==> src/rtl/axi4lite_pkg.sv <==
// Shared AXI4-lite definitions: arbiter FSM states, response codes and width helpers.
package axi4lite_pkg;

   typedef enum logic [1:0] {
      IDLE = 2'd0,
      ADDR = 2'd1,
      RESP = 2'd2
   } arb_state_t;

   localparam logic [1:0] RESP_OKAY   = 2'b00;
   localparam logic [1:0] RESP_EXOKAY = 2'b01;
   localparam logic [1:0] RESP_SLVERR = 2'b10;
   localparam logic [1:0] RESP_DECERR = 2'b11;

   localparam int PROT_W = 3;
   localparam int RESP_W = 2;

   function automatic int data_w_of(input int byte_w);
      return 8 * byte_w;
   endfunction

endpackage

==> src/rtl/axi4lite_arbiter2_picker.sv <==
// Two-way request picker (module arb2_picker); round-robin when AXI4LITE_ARBITER2_ROUNDROBIN_EN
// is defined, otherwise fixed priority with m0 favoured.
module arb2_picker
   import axi4lite_pkg::*;
(
   input  logic [1:0] req,
   input  logic       last,
   input  logic       en,
   output logic [1:0] gnt
);

`ifdef AXI4LITE_ARBITER2_ROUNDROBIN_EN
   always_comb begin
      gnt = '0;
      if (en) begin
         // on a tie the master that did not win last time goes first
         if (req == 2'b11) gnt = last ? 2'b01 : 2'b10;
         else              gnt = req;
      end
   end
`else
   logic unused_last;
   assign unused_last = last;

   always_comb begin
      gnt = '0;
      if (en) begin
         if (req == 2'b11) gnt = 2'b01;
         else              gnt = req;
      end
   end
`endif

endmodule

==> src/rtl/axi4lite_arbiter2.sv <==
// Two-master to one-slave AXI4-lite arbiter with independent write and read paths.
// Define AXI4LITE_ARBITER2_ROUNDROBIN_EN for round-robin ties; default is fixed priority (m0).
module axi4lite_arbiter2
   import axi4lite_pkg::*;
#(
   parameter int ADDR_W     = 16,
   parameter int DATA_BYTEW = 4,
   parameter int ID_W       = 4,
   localparam int DATA_W    = 8 * DATA_BYTEW
) (
   input  logic                  i_clk,
   input  logic                  i_rst,
   // master 0
   input  logic [ID_W-1:0]       i_m0_axi_AWID,
   input  logic [ADDR_W-1:0]     i_m0_axi_AWADDR,
   input  logic [2:0]            i_m0_axi_AWPROT,
   input  logic                  i_m0_axi_AWVALID,
   output logic                  o_m0_axi_AWREADY,
   input  logic [DATA_W-1:0]     i_m0_axi_WDATA,
   input  logic [DATA_BYTEW-1:0] i_m0_axi_WSTRB,
   input  logic                  i_m0_axi_WVALID,
   output logic                  o_m0_axi_WREADY,
   output logic [ID_W-1:0]       o_m0_axi_BID,
   output logic [1:0]            o_m0_axi_BRESP,
   output logic                  o_m0_axi_BVALID,
   input  logic                  i_m0_axi_BREADY,
   input  logic [ID_W-1:0]       i_m0_axi_ARID,
   input  logic [ADDR_W-1:0]     i_m0_axi_ARADDR,
   input  logic [2:0]            i_m0_axi_ARPROT,
   input  logic                  i_m0_axi_ARVALID,
   output logic                  o_m0_axi_ARREADY,
   output logic [ID_W-1:0]       o_m0_axi_RID,
   output logic [DATA_W-1:0]     o_m0_axi_RDATA,
   output logic [1:0]            o_m0_axi_RRESP,
   output logic                  o_m0_axi_RVALID,
   input  logic                  i_m0_axi_RREADY,
   // master 1
   input  logic [ID_W-1:0]       i_m1_axi_AWID,
   input  logic [ADDR_W-1:0]     i_m1_axi_AWADDR,
   input  logic [2:0]            i_m1_axi_AWPROT,
   input  logic                  i_m1_axi_AWVALID,
   output logic                  o_m1_axi_AWREADY,
   input  logic [DATA_W-1:0]     i_m1_axi_WDATA,
   input  logic [DATA_BYTEW-1:0] i_m1_axi_WSTRB,
   input  logic                  i_m1_axi_WVALID,
   output logic                  o_m1_axi_WREADY,
   output logic [ID_W-1:0]       o_m1_axi_BID,
   output logic [1:0]            o_m1_axi_BRESP,
   output logic                  o_m1_axi_BVALID,
   input  logic                  i_m1_axi_BREADY,
   input  logic [ID_W-1:0]       i_m1_axi_ARID,
   input  logic [ADDR_W-1:0]     i_m1_axi_ARADDR,
   input  logic [2:0]            i_m1_axi_ARPROT,
   input  logic                  i_m1_axi_ARVALID,
   output logic                  o_m1_axi_ARREADY,
   output logic [ID_W-1:0]       o_m1_axi_RID,
   output logic [DATA_W-1:0]     o_m1_axi_RDATA,
   output logic [1:0]            o_m1_axi_RRESP,
   output logic                  o_m1_axi_RVALID,
   input  logic                  i_m1_axi_RREADY,
   // slave
   output logic [ID_W-1:0]       o_s_axi_AWID,
   output logic [ADDR_W-1:0]     o_s_axi_AWADDR,
   output logic [2:0]            o_s_axi_AWPROT,
   output logic                  o_s_axi_AWVALID,
   input  logic                  i_s_axi_AWREADY,
   output logic [DATA_W-1:0]     o_s_axi_WDATA,
   output logic [DATA_BYTEW-1:0] o_s_axi_WSTRB,
   output logic                  o_s_axi_WVALID,
   input  logic                  i_s_axi_WREADY,
   input  logic [ID_W-1:0]       i_s_axi_BID,
   input  logic [1:0]            i_s_axi_BRESP,
   input  logic                  i_s_axi_BVALID,
   output logic                  o_s_axi_BREADY,
   output logic [ID_W-1:0]       o_s_axi_ARID,
   output logic [ADDR_W-1:0]     o_s_axi_ARADDR,
   output logic [2:0]            o_s_axi_ARPROT,
   output logic                  o_s_axi_ARVALID,
   input  logic                  i_s_axi_ARREADY,
   input  logic [ID_W-1:0]       i_s_axi_RID,
   input  logic [DATA_W-1:0]     i_s_axi_RDATA,
   input  logic [1:0]            i_s_axi_RRESP,
   input  logic                  i_s_axi_RVALID,
   output logic                  o_s_axi_RREADY,
   // grants
   output logic [1:0]            o_wr_gnt,
   output logic [1:0]            o_rd_gnt
);

   arb_state_t wr_state, wr_next, rd_state, rd_next;
   logic [1:0] wr_gnt, wr_pick, rd_gnt, rd_pick;
   logic       aw_done, w_done;
   logic       aw_hs, w_hs, b_hs, ar_hs, r_hs;
   logic       wr_last, rd_last;

   assign aw_hs = o_s_axi_AWVALID & i_s_axi_AWREADY;
   assign w_hs  = o_s_axi_WVALID  & i_s_axi_WREADY;
   assign b_hs  = o_s_axi_BREADY  & i_s_axi_BVALID;
   assign ar_hs = o_s_axi_ARVALID & i_s_axi_ARREADY;
   assign r_hs  = o_s_axi_RREADY  & i_s_axi_RVALID;

   assign o_wr_gnt = wr_gnt;
   assign o_rd_gnt = rd_gnt;

`ifdef AXI4LITE_ARBITER2_ROUNDROBIN_EN
   always_ff @(posedge i_clk) begin
      if (i_rst) begin
         wr_last <= 1'b1;
         rd_last <= 1'b1;
      end else begin
         if (b_hs) wr_last <= wr_gnt[1];
         if (r_hs) rd_last <= rd_gnt[1];
      end
   end
`else
   assign wr_last = 1'b1;
   assign rd_last = 1'b1;
`endif

   arb2_picker u_wr_pick (
      .req  ({i_m1_axi_AWVALID, i_m0_axi_AWVALID}),
      .last (wr_last),
      .en   (wr_state == IDLE),
      .gnt  (wr_pick)
   );

   arb2_picker u_rd_pick (
      .req  ({i_m1_axi_ARVALID, i_m0_axi_ARVALID}),
      .last (rd_last),
      .en   (rd_state == IDLE),
      .gnt  (rd_pick)
   );

   // ---------------- write path ----------------
   always_ff @(posedge i_clk) begin
      if (i_rst) begin
         wr_state <= IDLE;
         wr_gnt   <= '0;
         aw_done  <= 1'b0;
         w_done   <= 1'b0;
      end else begin
         wr_state <= wr_next;
         case (wr_state)
            IDLE: begin
               wr_gnt  <= wr_pick;
               aw_done <= 1'b0;
               w_done  <= 1'b0;
            end
            ADDR: begin
               if (aw_hs) aw_done <= 1'b1;
               if (w_hs)  w_done  <= 1'b1;
            end
            RESP:    if (b_hs) wr_gnt <= '0;
            default: ;
         endcase
      end
   end

   always_comb begin
      wr_next = wr_state;
      case (wr_state)
         IDLE:    if (|wr_pick) wr_next = ADDR;
         ADDR:    if ((aw_done | aw_hs) && (w_done | w_hs)) wr_next = RESP;
         RESP:    if (b_hs) wr_next = IDLE;
         default: wr_next = IDLE;
      endcase
   end

   always_comb begin
      o_s_axi_AWID     = wr_gnt[1] ? i_m1_axi_AWID   : i_m0_axi_AWID;
      o_s_axi_AWADDR   = wr_gnt[1] ? i_m1_axi_AWADDR : i_m0_axi_AWADDR;
      o_s_axi_AWPROT   = wr_gnt[1] ? i_m1_axi_AWPROT : i_m0_axi_AWPROT;
      o_s_axi_WDATA    = wr_gnt[1] ? i_m1_axi_WDATA  : i_m0_axi_WDATA;
      o_s_axi_WSTRB    = wr_gnt[1] ? i_m1_axi_WSTRB  : i_m0_axi_WSTRB;
      o_s_axi_AWVALID  = 1'b0;
      o_s_axi_WVALID   = 1'b0;
      o_s_axi_BREADY   = 1'b0;
      o_m0_axi_AWREADY = 1'b0;
      o_m1_axi_AWREADY = 1'b0;
      o_m0_axi_WREADY  = 1'b0;
      o_m1_axi_WREADY  = 1'b0;
      o_m0_axi_BVALID  = 1'b0;
      o_m1_axi_BVALID  = 1'b0;
      o_m0_axi_BID     = '0;
      o_m1_axi_BID     = '0;
      o_m0_axi_BRESP   = '0;
      o_m1_axi_BRESP   = '0;
      case (wr_state)
         ADDR: begin
            // a channel that already handshook is masked so it cannot transfer twice
            o_s_axi_AWVALID  = !aw_done && (wr_gnt[1] ? i_m1_axi_AWVALID : i_m0_axi_AWVALID);
            o_s_axi_WVALID   = !w_done  && (wr_gnt[1] ? i_m1_axi_WVALID  : i_m0_axi_WVALID);
            o_m0_axi_AWREADY = wr_gnt[0] && !aw_done && i_s_axi_AWREADY;
            o_m1_axi_AWREADY = wr_gnt[1] && !aw_done && i_s_axi_AWREADY;
            o_m0_axi_WREADY  = wr_gnt[0] && !w_done  && i_s_axi_WREADY;
            o_m1_axi_WREADY  = wr_gnt[1] && !w_done  && i_s_axi_WREADY;
         end
         RESP: begin
            o_s_axi_BREADY = wr_gnt[1] ? i_m1_axi_BREADY : i_m0_axi_BREADY;
            if (wr_gnt[0]) begin
               o_m0_axi_BVALID = i_s_axi_BVALID;
               o_m0_axi_BID    = i_s_axi_BID;
               o_m0_axi_BRESP  = i_s_axi_BRESP;
            end
            if (wr_gnt[1]) begin
               o_m1_axi_BVALID = i_s_axi_BVALID;
               o_m1_axi_BID    = i_s_axi_BID;
               o_m1_axi_BRESP  = i_s_axi_BRESP;
            end
         end
         default: ;
      endcase
   end

   // ---------------- read path ----------------
   always_ff @(posedge i_clk) begin
      if (i_rst) begin
         rd_state <= IDLE;
         rd_gnt   <= '0;
      end else begin
         rd_state <= rd_next;
         case (rd_state)
            IDLE:    rd_gnt <= rd_pick;
            RESP:    if (r_hs) rd_gnt <= '0;
            default: ;
         endcase
      end
   end

   // ADDR leaves on the AR handshake itself, so no done flag is needed here
   always_comb begin
      rd_next = rd_state;
      case (rd_state)
         IDLE:    if (|rd_pick) rd_next = ADDR;
         ADDR:    if (ar_hs) rd_next = RESP;
         RESP:    if (r_hs) rd_next = IDLE;
         default: rd_next = IDLE;
      endcase
   end

   always_comb begin
      o_s_axi_ARID     = rd_gnt[1] ? i_m1_axi_ARID   : i_m0_axi_ARID;
      o_s_axi_ARADDR   = rd_gnt[1] ? i_m1_axi_ARADDR : i_m0_axi_ARADDR;
      o_s_axi_ARPROT   = rd_gnt[1] ? i_m1_axi_ARPROT : i_m0_axi_ARPROT;
      o_s_axi_ARVALID  = 1'b0;
      o_s_axi_RREADY   = 1'b0;
      o_m0_axi_ARREADY = 1'b0;
      o_m1_axi_ARREADY = 1'b0;
      o_m0_axi_RVALID  = 1'b0;
      o_m1_axi_RVALID  = 1'b0;
      o_m0_axi_RID     = '0;
      o_m1_axi_RID     = '0;
      o_m0_axi_RDATA   = '0;
      o_m1_axi_RDATA   = '0;
      o_m0_axi_RRESP   = '0;
      o_m1_axi_RRESP   = '0;
      case (rd_state)
         ADDR: begin
            o_s_axi_ARVALID  = rd_gnt[1] ? i_m1_axi_ARVALID : i_m0_axi_ARVALID;
            o_m0_axi_ARREADY = rd_gnt[0] && i_s_axi_ARREADY;
            o_m1_axi_ARREADY = rd_gnt[1] && i_s_axi_ARREADY;
         end
         RESP: begin
            o_s_axi_RREADY = rd_gnt[1] ? i_m1_axi_RREADY : i_m0_axi_RREADY;
            if (rd_gnt[0]) begin
               o_m0_axi_RVALID = i_s_axi_RVALID;
               o_m0_axi_RID    = i_s_axi_RID;
               o_m0_axi_RDATA  = i_s_axi_RDATA;
               o_m0_axi_RRESP  = i_s_axi_RRESP;
            end
            if (rd_gnt[1]) begin
               o_m1_axi_RVALID = i_s_axi_RVALID;
               o_m1_axi_RID    = i_s_axi_RID;
               o_m1_axi_RDATA  = i_s_axi_RDATA;
               o_m1_axi_RRESP  = i_s_axi_RRESP;
            end
         end
         default: ;
      endcase
   end

endmodule

==> config.mk <==
export PLATFORM = sky130hd
export DESIGN_NAME = axi4lite_arbiter2
export DESIGN_NICKNAME = d
export VERILOG_FILES = /design/src/rtl/axi4lite_pkg.sv /design/src/rtl/axi4lite_arbiter2_picker.sv /design/src/rtl/axi4lite_arbiter2.sv
export SDC_FILE = /design/constraint.sdc
export NUM_CORES = 1
export LEC_CHECK = 0
export CORE_AREA = 8 8 155 157
export DETAILED_ROUTE_END_ITERATION = 8
export DIE_AREA = 0 0 163 165
export PLACE_DENSITY_LB_ADDON = 0.3
export SLEW_MARGIN = 40
export SYNTH_ARGS = -nofsm -noshare
export SYNTH_HDL_FRONTEND = slang
export SYNTH_HIERARCHICAL = 1
export SYNTH_SLANG_ARGS = --single-unit
==> constraint.sdc <==
create_clock -name i_clk -period 1.6 [get_ports i_clk]
set_input_delay 0.24 -clock i_clk [delete_from_list [all_inputs] [get_ports i_clk]]
set_output_delay 0.24 -clock i_clk [all_outputs]
set_load 0.005 [all_outputs]
=== After elaboration in Yosys (flattened, before gate mapping) ===
Cells that the tools add are included.

* Bits in registers: 10
* Latch bits: 0
* RAM bits: 0
* Bits in read-only memories: 0
* Logic and storage cells: 125
* Memories: 0

* Add/sub/neg operators: 0
* $mul: 0
* Div/mod/pow operators: 0
* $lt $le $gt $ge: 0
* Equality and inequality tests: 14
* Shift operators: 0
* Mux-type cells: 70
* Bitwise gates (word level): 7
* Reductions and logical operators: 28

{| class="wikitable"
|+ Operator list
! cell !! number
|-
| 32-bit 2-to-1 mux || 5
|-
| 4-bit 2-to-1 mux || 11
|-
| 2-bit 2-to-1 mux || 18
|-
| 16-bit 2-to-1 mux || 2
|-
| 1-bit 2-to-1 mux || 26
|-
| 2-bit inequality test, second input constant || 8
|-
| 1-bit logical AND || 13
|-
| 2-bit case mux with 3 select lines || 2
|-
| 2-bit == test, second input constant || 4
|-
| 2-bit case mux with 2 select lines || 2
|-
| 2-bit AND reduction || 4
|-
| 3-bit 2-to-1 mux || 2
|-
| 3-bit AND reduction || 2
|-
| 2-bit nonzero test || 3
|-
| 1-bit AND || 5
|-
| 2-bit by 1-bit == test with 1-bit output, second input constant || 2
|-
| 2-bit zero test || 2
|-
| 1-bit case mux with 2 select lines || 2
|-
| 2-bit OR reduction || 2
|-
| 1-bit zero test || 2
|-
| 1-bit OR || 2
|}

=== Depth between registers and ports, before layout ===
* Depth after elaboration: 8
* Gate-level depth with buffers: 6
* Depth with buffers taken out: 5

=== Modules after synthesis ===
Netlist, hierarchy kept.

{| class="wikitable"
|+ By module, submodules not included
! module !! instances !! cells an instance !! area an instance (µm²)
|-
| axi4lite_arbiter2 || 1 || 275 || 2277.2
|-
| arb2_picker || 2 || 2 || 16.3
|}

=== Worst setup path after synthesis ===
No wires, ideal clock.

* Kind: flip-flop to flip-flop
* Start point: register wr_state[0]
* End point: register wr_state[0]
* Setup time: 74 ps
* Arrival: 1315 ps
* Data required time: 1526 ps
* Slack: 211 ps
* Stages on the path, launching flop included: 7
* Buffers on the path: 1
* Clock period less this slack: 1389 ps
* Cell sequence: dfxtp_1 -> buf_2 -> nor2_1 -> and3b_1 -> nor3_1 -> or3_1 -> a31oi_1

{| class="wikitable"
|+ RTL lines
! what !! RTL line !! RTL
|-
| from (decl) || axi4lite_arbiter2.sv:90 || <nowiki>arb_state_t wr_state, wr_next, rd_state, rd_next;</nowiki>
|-
| from (signal assigned) || axi4lite_arbiter2.sv:142 || <nowiki>wr_state <= wr_next;</nowiki>
|-
| 2-bit == test, or another cell as far along || axi4lite_arbiter2.sv:161 || <nowiki>case (wr_state)</nowiki>
|-
| 2-bit case mux with 3 select lines * || axi4lite_arbiter2.sv:161 ||
|-
| via wr_next[0] || axi4lite_arbiter2.sv:90 ||
|}

The timed path passes the listed nets; every way through them passes the cells marked *.
A chain may end at the register's enable or synchronous reset.

=== Worst setup path in the final report ===
* Start point: register wr_gnt[1], in the netlist o_wr_gnt[1]
* End point: output o_s_axi_AWADDR[9]

* Word-level cells in the longest chain between the ends: 1

{| class="wikitable"
|+ Ends and longest elaborated chain
! what !! RTL line !! RTL
|-
| from (decl) || axi4lite_arbiter2.sv:91 || <nowiki>logic [1:0] wr_gnt, wr_pick, rd_gnt, rd_pick;</nowiki>
|-
| from (signal assigned) || axi4lite_arbiter2.sv:145 || <nowiki>wr_gnt <= wr_pick;</nowiki>
|-
| 16-bit 2-to-1 mux || axi4lite_arbiter2.sv:171 || <nowiki>o_s_axi_AWADDR = wr_gnt[1] ? i_m1_axi_AWADDR : i_m0_axi_AWADDR;</nowiki>
|-
| to (decl) || axi4lite_arbiter2.sv:63 || <nowiki>output logic [ADDR_W-1:0] o_s_axi_AWADDR,</nowiki>
|}

Every way passes these cells.

==> results_dict.tcl <==
set metrics [dict create \
    outcome "finished, violations left" \
    violations "setup timing" \
    root_buffer "clkbuf_16" \
    crit_fanout 8 \
    cp_common_cell "buf_12" \
    hold_depth 1 \
    synth_fp_nets 503 \
    grt_pass1_vias 4495 \
    grt_pass1_wl_mm 26.3 \
    min_from "w_done$_SDFFE_PP0P_" \
    drt_iter0_drc 78 \
    slew_violations 0 \
    layout-drive-gt1-share_pct 54.3 \
    worstSetupStartpointType "flip-flop" \
    fin_util_pct 38.4 \
    worstMarginPinSlew_ns 0.267 \
    cp.required_ns 1.36 \
    rsz0062_at_grt "true" \
    postSynthCellCount 278 \
    clock-sinks 10 \
    grt.overflow.total 0 \
    reg2reg_from "o_wr_gnt[1]$_SDFFE_PP0P_" \
    initial_core_util_pct 10.7 \
    gp_congestion 0.776 \
    drtPass1Iterations 4 \
    die_w_um 163 \
    hold_path_class "flip-flop to flip-flop" \
    worstHoldEndpoint "w_done$_SDFFE_PP0P_" \
    setup_viol 116 \
    fp.dieH_um 165 \
    core_area_um2 21500 \
    reg2reg_to "wr_state[1]$_SDFFE_PP0P_" \
    clk-insertion-delay-late_ns 0.24 \
    dp_hpwl_mm 15.1 \
    relSlewSlack_pct 82.2 \
    rr_worst_depth 5 \
    finClkSkew_ns 0.000216 \
    numPortBuffers 413 \
    setup_slack_ns -0.179 \
    cts_made_buffers 3 \
    antenna_left 0 \
    ios 414 \
    via_per_inst 3.81 \
    critPathKind "flip-flop to output port" \
    nets 1011 \
    cts_hold_buffers 0 \
    cpMaxStageDelayCell "dfxtp_4" \
    grt_max_degree 14 \
    period_needed_ns 1.78 \
    setup_tns_ns -6.15 \
    worst_setup_path_end_kind "output port" \
    syn_avg_cell_area_um2 8.29 \
    rows 54 \
    vdd_drop_max_uv 213 \
    drc_errors 0 \
    crit_arrival_ns 1.54 \
    wl_per_cell_um 18.1 \
    vias 4059 \
    clk_pin_slew_ns 0.04 \
    finalCritPeriodShare_pct 111 \
    cts_max_level 1 \
    p_leak_nw 3.80 \
    cpPeakStageDelay_ns 0.35 \
    max_freq_mhz 562 \
    cts_tree "built" \
    crit_chain "buf_12 -> buf_12 -> buf_12 -> buf_8 -> mux2_4 -> buf_6" \
    dieArea_um2 26900 \
    hold_violations 0 \
    ys.warnings.count 6 \
    track_usage_pct 12.6 \
    routed_wl_mm 19.3 \
    rrSetupSlack_ns 0.03 \
    area.growth.synth_to_final_pct 258 \
    cellPowerDensity_nw_per_um2 328 \
    antenna_found_initial 0 \
    insertedDiodeCount 0 \
    cap_violations 0 \
    mappedNetlistArea_um2 2310 \
    cts_buffer_depth 2 \
]
per-layer routing:
| layer | GRT usage (%) | wire length (um) |
|---|---|---|
| met5 | 0 | 0 |
| met4 | 3.00 | 277 |
| met3 | 3.59 | 1280 |
| met2 | 24.4 | 10600 |
| met1 | 13.0 | 7110 |
metrics by stage:
step | std cells | area (um^2) | hold slack (ns) | setup slack [ns] | power (mW)
CTS | 1061 | 7800 | 0.556 | -0.191 | 2.55
global route | 1065 | 8250 | 0.608 | -0.210 | 2.85
global placement | 995 | 7120 | 0.551 | -0.278 | 1.86
detailed placement | 995 | 7120 | 0.546 | -0.257 | 1.86
finish | 1065 | 8250 | 0.590 | -0.179 | 2.70
floorplan | 278 | 2310 | 0.397 | 0.211 | 0.705
flip-flops by register name (all words and copies together), names as in the netlist:
signal / flops
wr_state: 2
o_wr_gnt: 2
aw_done: 1
rd_state: 2
o_rd_gnt: 2
w_done: 1
worst max path at each step:
stage | from | to | cells after the start
after floorplan | wr_state[0]$_SDFFE_PP0P_ | wr_state[0]$_SDFFE_PP0P_ | 6
after global placement | i_s_axi_BVALID | o_m0_axi_BVALID | 4
after detailed placement | i_s_axi_BVALID | o_m0_axi_BVALID | 4
after CTS | o_wr_gnt[1]$_SDFFE_PP0P_ | o_s_axi_AWADDR[11] | 6
after global routing | o_wr_gnt[1]$_SDFFE_PP0P_ | o_m1_axi_BID[3] | 7
final | o_wr_gnt[1]$_SDFFE_PP0P_ | o_s_axi_AWADDR[9] | 6
placed cells by master, fill, tap and decap left out, drive strengths merged, types with 2 or more instances in the layout:
cell and count:
inv 6, nor3b 3, and3 8, and2 93, mux2 83, a21boi 2
nand2 2, a21oi 5, o21ai 2, clkdlybuf4s50 226, clkbuf 19, o211ai 3
buf 260, dlygate4sd2 7, a22oi 2, a31oi 2, and3b 2, clkdlybuf4s15 15
nor2 11, mux2i 4, dfxtp 10, nor3 7, nand2b 3, nor2b 2
repair_timing:
item,in CTS,in global routing
endpoints found under the hold margin,0,0
endpoints found under the setup margin,187,156
pin swaps,21,22
gates resized for setup,774,186
cloned,11,2
setup buffers,54,15
worst max-delay path: cells and delay by family (launching register included):
family | cells | cell delay (ns)
buf+inv | 5 | 0.64
mux | 1 | 0.31
flops | 1 | 0.35
cell type report:
class                      instances  area, um^2
tap                              280         350
timing repair buffer             524        5250
fill                            2179       13200
multi-input combinational        241        2330
clock buffer                       4        88.8
inverter                           6        22.5
sequential                        10         215
power breakdown:
group / total [mW] / internal [mW] / switching [mW] / leakage [nW]
clock network: 0.498 / 0.376 / 0.121 / 0.0442
registers: 0.289 / 0.270 / 0.0191 / 0.0851
logic: 1.92 / 1.34 / 0.576 / 3.67
Note: power is estimated with default switching activity, not from simulation.
